File: config.mk
export PLATFORM = sky130hd
export DESIGN_NAME = symbol_sequencer
export DESIGN_NICKNAME = d
export VERILOG_FILES = /design/src/rtl/symbol_sequencer.sv
export SDC_FILE = /design/constraint.sdc
export NUM_CORES = 1
export LEC_CHECK = 0
export BUFFER_PORTS_ARGS = -buffer_cell sky130_fd_sc_hd__buf_4
export CAP_MARGIN = 30
export CELL_PAD_IN_SITES_DETAIL_PLACEMENT = 2
export CELL_PAD_IN_SITES_GLOBAL_PLACEMENT = 2
export CORE_UTILIZATION = 40
export CTS_CLUSTER_DIAMETER = 100
export DETAILED_ROUTE_END_ITERATION = 6
export GPL_TIMING_DRIVEN = 0
export PLACE_DENSITY = 0.86
export SLEW_MARGIN = 20
export SYNTH_ARGS = -nofsm -noshare
export SYNTH_HDL_FRONTEND = slang
export SYNTH_SLANG_ARGS = --single-unit
File: constraint.sdc
create_clock -name clk_2 -period 3 [get_ports clk_2]
set_input_delay 0 -clock clk_2 [delete_from_list [all_inputs] [get_ports clk_2]]
set_output_delay 0 -clock clk_2 [all_outputs]
set_load 0.005 [all_outputs]
File: src/rtl/symbol_sequencer.sv
// Symbol message buffer with timed playback feeding the seven-segment decoder select input.
// Optional build macro SYMBOL_SEQUENCER_LOOP_EN: wrap playback to the first symbol instead of stopping.
module symbol_sequencer #(
  parameter int          DEPTH = 8,
  parameter int          HOLD  = 4,
  parameter logic [5:0]  BLANK = 6'd63
) (
  input  logic                       clk_2,
  input  logic                       reset_n,
  input  logic                       wr_en,
  input  logic [5:0]                 wr_code,
  input  logic                       play,
  input  logic                       clear,
  output logic [5:0]                 code_out,
  output logic                       playing,
  output logic [$clog2(DEPTH):0]     count,
  output logic                       full,
  output logic                       empty
);

  localparam int IW = $clog2(DEPTH);
  localparam int CW = IW + 1;
  localparam int HW = (HOLD > 1) ? $clog2(HOLD) : 1;
  localparam logic [HW-1:0] HOLD_LAST = HW'(HOLD - 1);

  typedef enum logic {IDLE, PLAY} state_t;

  state_t          state, state_nxt;
  logic [5:0]      mem [DEPTH];
  logic [IW-1:0]   idx, idx_nxt;
  logic [HW-1:0]   hold, hold_nxt;
  logic [CW-1:0]   count_nxt;
  logic            play_d;
  logic            play_edge;
  logic            wr_accept;
  logic [5:0]      code_nxt;
  logic            playing_nxt;

  assign full      = (count == CW'(DEPTH));
  assign empty     = (count == '0);
  assign play_edge = play & ~play_d;

  // State register; code_out and playing are registered from the next-state view
  always_ff @(posedge clk_2) begin
    if (!reset_n) begin
      state    <= IDLE;
      idx      <= '0;
      hold     <= '0;
      count    <= '0;
      play_d   <= 1'b0;
      code_out <= BLANK;
      playing  <= 1'b0;
    end else begin
      state    <= state_nxt;
      idx      <= idx_nxt;
      hold     <= hold_nxt;
      count    <= count_nxt;
      play_d   <= play;
      code_out <= code_nxt;
      playing  <= playing_nxt;
    end
  end

  always_ff @(posedge clk_2) begin
    if (reset_n && wr_accept)
      mem[count[IW-1:0]] <= wr_code;
  end

  always_comb begin
    state_nxt = state;
    idx_nxt   = idx;
    hold_nxt  = hold;
    count_nxt = count;
    wr_accept = 1'b0;
    if (clear) begin
      state_nxt = IDLE;
      count_nxt = '0;
      idx_nxt   = '0;
      hold_nxt  = '0;
    end else if (play_edge) begin
      // A play edge always consumes the cycle, so a coincident write is dropped
      if (!empty) begin
        state_nxt = PLAY;
        idx_nxt   = '0;
        hold_nxt  = '0;
      end
    end else begin
      case (state)
        IDLE: begin
          if (wr_en && !full) begin
            wr_accept = 1'b1;
            count_nxt = count + CW'(1);
          end
        end
        PLAY: begin
          if (hold == HOLD_LAST) begin
            hold_nxt = '0;
            if (({1'b0, idx} + CW'(1)) < count) begin
              idx_nxt = idx + IW'(1);
            end else begin
`ifdef SYMBOL_SEQUENCER_LOOP_EN
              idx_nxt = '0;
`else
              idx_nxt   = '0;
              state_nxt = IDLE;
`endif
            end
          end else begin
            hold_nxt = hold + HW'(1);
          end
        end
        default: state_nxt = IDLE;
      endcase
    end
  end

  always_comb begin
    playing_nxt = (state_nxt == PLAY);
    code_nxt    = playing_nxt ? mem[idx_nxt] : BLANK;
  end

endmodule

==> flow_metrics.env <==
export IMPL_hp_start="wr_en"
export IMPL_start_kind="flip-flop"
export IMPL_worst_pin_slew_ns=0.9278
export IMPL_critPathSlowestCell="dfxtp_2"
export IMPL_final_core_util=0.5285
export IMPL_synth_seq_area_share=0.5751
export IMPL_drt_pass1_iterations=5
export IMPL_path_cells="ha_1, xor2_1, ha_2, o21a_1, o31a_1, clkbuf_4, nor3_1, o31ai_1, mux2i_1, a32oi_1"
export IMPL_slowest_delay_ns=0.44
export IMPL_wl_per_cell_um=27.22
export IMPL_crit_start="idx[0]$_SDFF_PN0_"
export IMPL_drt_iter0_markers=196
export IMPL_via_count=2667
export IMPL_status="complete, but fails checks"
export IMPL_root_buffer="clkbuf_8"
export IMPL_synth_top_area_share=0.4653
export IMPL_io_buffers=23
export IMPL_final_nets=347
export IMPL_fin_crit_sh=1.023
export IMPL_swShare=0.2555
export IMPL_maxCapViolCount=0
export IMPL_final_hold_viol_count=0
export IMPL_drive_above_1_share=0.2545
export IMPL_worstSetupPathType="reg2reg"
export IMPL_syn_nets=293
export IMPL_overflow=0
export IMPL_synth_area_per_cell_sq_um=11.27
export IMPL_synth_edf_count=48
export IMPL_synthToLayoutAreaGrowth_pct=25.73
export IMPL_ys_warn_count=0
export IMPL_vias_per_cell=6.159
export IMPL_endpoint_kind="flip-flop"
export IMPL_skew_ns=0.01578
export IMPL_cp_arrival_ns=3.34
export IMPL_cts_tree="done"
export IMPL_clkPwrFrac=0.397
export IMPL_dpl_hpwl_um=6778
export IMPL_fin_crit_ns=3.070
export IMPL_grtUsageTotal=0.2739
export IMPL_n_antenna_cell=0
export IMPL_power_total_w=0.001785
export IMPL_rows=31
export IMPL_grt_max_degree=13
export IMPL_irDropWorstVdd_mv=0.3002
export IMPL_finalWirelength_um=11790
export IMPL_htreeDepth=3
export IMPL_synthFlopType="edfxtp_1"
export IMPL_clock_path_buffers=2
export IMPL_slew_limit_headroom=0.3727
export IMPL_synth_area_leaders="edfxtp_1, dfxtp_1, a21boi_0"
export IMPL_cts_buffers=9
export IMPL_grt_pass1_vias=2852
export IMPL_power_frac_seq=0.544
export IMPL_antenna_found_initial=0
export IMPL_die_h_um=90.01
export IMPL_r2r_start="idx[0]$_SDFF_PN0_"
export IMPL_comb_power_share=0.059
export IMPL_fin_ws_ns=-0.06951
export IMPL_cts_sinks=65
export IMPL_core_sq_mm=0.007370
export IMPL_fmax_mhz=325.8
export IMPL_slew_violations=0
export IMPL_pin_count=24
export IMPL_critical_path_max_fanout=10
export IMPL_p_per_area_mw_per_mm2=458.2
export IMPL_p_sw_w=0.0004561
export IMPL_drc=0
export IMPL_final_antenna_net_count=0
export IMPL_clk_latency_ns=0.36
export IMPL_synth_top_cell_by_area="edfxtp_1"
export IMPL_synthArstFlopShare=0
export IMPL_synthCells=275
export IMPL_synth_cell_types=41
export IMPL_finalSetupViolations=2
export IMPL_hp_class="in2reg"
export IMPL_syn_area_sq_mm=0.003098
export IMPL_initial_utilization=0.4204
export IMPL_synth_seq_cells=65
export IMPL_clkTransAtPathRegs_ns=0.07
export IMPL_nFillCells=723
export IMPL_cellInternalPower_w=0.001329
export IMPL_die_x_um=90.01
export IMPL_grt_pass1_wl_um=16330
export IMPL_violations="setup timing"
export IMPL_required_ns=3.28
export IMPL_die_area_sq_mm=0.008101
export IMPL_gp_congestion=0.7807
export IMPL_leakage_nw=1.366
placed cells by master (no fill, tap or decap), drive strengths merged, types with 2 or more instances in the layout:
cell,instances
inv,7
a21oi,12
o21ai,21
nand3,9
o31ai,8
and2,4
a21o,7
xnor2,3
clkbuf,18
buf,41
dlygate4sd3,9
mux2i,6
o211ai,12
clkinv,3
dfxtp,17
nand2,23
nor2,11
or3,4
a21boi,13
ha,7
edfxtp,48
a32oi,7
clkinvlp,2
nor3,10
o21a,2
nor2b,2
and3,15
nand2b,4
metrics by stage:
stage | hold slack, ns | cell area, sq um | std cells | TNS, ns | worst slack, ns
after detailed placement | 0.2386 | 3400 | 398 | -4.630 | -0.2786
after floorplan | 0.09887 | 3098 | 275 | 0 | 0.2089
final | 0.1549 | 3895 | 433 | -0.1108 | -0.06951
after global placement | 0.2197 | 3395 | 397 | -4.171 | -0.3443
after CTS | 0.1339 | 3736 | 426 | -2.520 | -0.1784
after global routing | 0.1804 | 3895 | 433 | -0.4271 | -0.1137
power groups by stage:
stage | registers, W | clock network [W] | logic, W
2_1_floorplan | 0.000990 | 0 | 0.0000358
3_3_place_gp | 0.000990 | 0 | 0.0000740
3_5_place_dp | 0.000990 | 0 | 0.0000799
4_1_cts | 0.000970 | 0.000700 | 0.0000929
5_1_grt | 0.000971 | 0.000743 | 0.000111
6_report | 0.000971 | 0.000709 | 0.000105
area by class of cell:
cell class              instances  area [sq um]  share of cell area
inverters                       6         22.52            0.005782
repair buffers                 43         357.8             0.09187
well taps                      99         123.9             0.03180
plain buffers                  15         87.58             0.02249
multi-input cells             189          1339              0.3437
clock inverters                 6         42.54             0.01092
clock buffers                  10         137.6             0.03534
flip-flops and latches         65          1784              0.4581
critical path: cells and delay by family (launching register included):
| family | cells | cell delay (ns) |
|---|---|---|
| compound gates | 4 | 1.08 |
| fa+ha+maj | 2 | 0.59 |
| flops | 1 | 0.44 |
| xor+xnor | 1 | 0.30 |
| buf+inv | 1 | 0.29 |
| mux | 1 | 0.21 |
| simple gates | 1 | 0.09 |
Yosys cell counts, types with 4 or more instances:
| master | count |
|---|---|
| nand2_1 | 22 |
| a32oi_1 | 7 |
| and3_1 | 15 |
| nor2_1 | 10 |
| o211ai_1 | 12 |
| nor3_1 | 9 |
| mux2i_1 | 6 |
| buf_2 | 5 |
| ha_1 | 7 |
| a21o_1 | 7 |
| nand3_1 | 9 |
| o21ai_0 | 19 |
| or3_1 | 4 |
| edfxtp_1 | 48 |
| dfxtp_1 | 17 |
| nand2b_1 | 4 |
| clkbuf_1 | 8 |
| o31ai_1 | 8 |
| and2_1 | 4 |
| a21oi_1 | 12 |
| inv_1 | 6 |
| a21boi_0 | 13 |
logic make-up (layout without fill, tap and decap cells):
group                    count (synthesis)  after routing  synth area share
AO/OA/AOI/OAI                           84             84            0.1846
XOR/XNOR                                 4              4           0.01131
adder cells (fa/ha/maj)                  7              7           0.02827
buffers and inverters                   21             80           0.03029
flip-flops                              65             65            0.5751
multiplexers                             6              6           0.01939
AND/OR/NAND/NOR                         88             88            0.1511
flip-flops by register name, summed over array words and instances (netlist names):
signal	flops
code_out	6
count	4
hold	2
idx	3
mem	48
play_d	1
state	1
layer usage:
layer,up-vias,part of all wire,global-route usage
met3,39,0.054,0.04569
met2,122,0.52,0.4803
met1,1356,0.39,0.3259
li1,1150,-,-
met4,0,0.039,0.1304
met5,-,0,0
repair_timing:
item	CTS	global route
hold buffers	9	0
hold endpoints to repair	52	0
endpoints found under the setup margin	46	52
setup buffers	3	7
pin swaps	1	5
gates resized for setup	13	32
final timing paths:
check / endpoint / slack, ns / cells after the start
setup / recovery: code_out[1]$_SDFF_PN1_ / -0.07 / 10
setup reg to reg: code_out[1]$_SDFF_PN1_ / -0.07 / 10
hold / removal: count[1]$_SDFFE_PP0P_ / 0.15 / 4
hold reg to reg: hold[0]$_SDFFE_PP0P_ / 0.50 / 2
No activity file was read; power rests on OpenSTA's default activity.
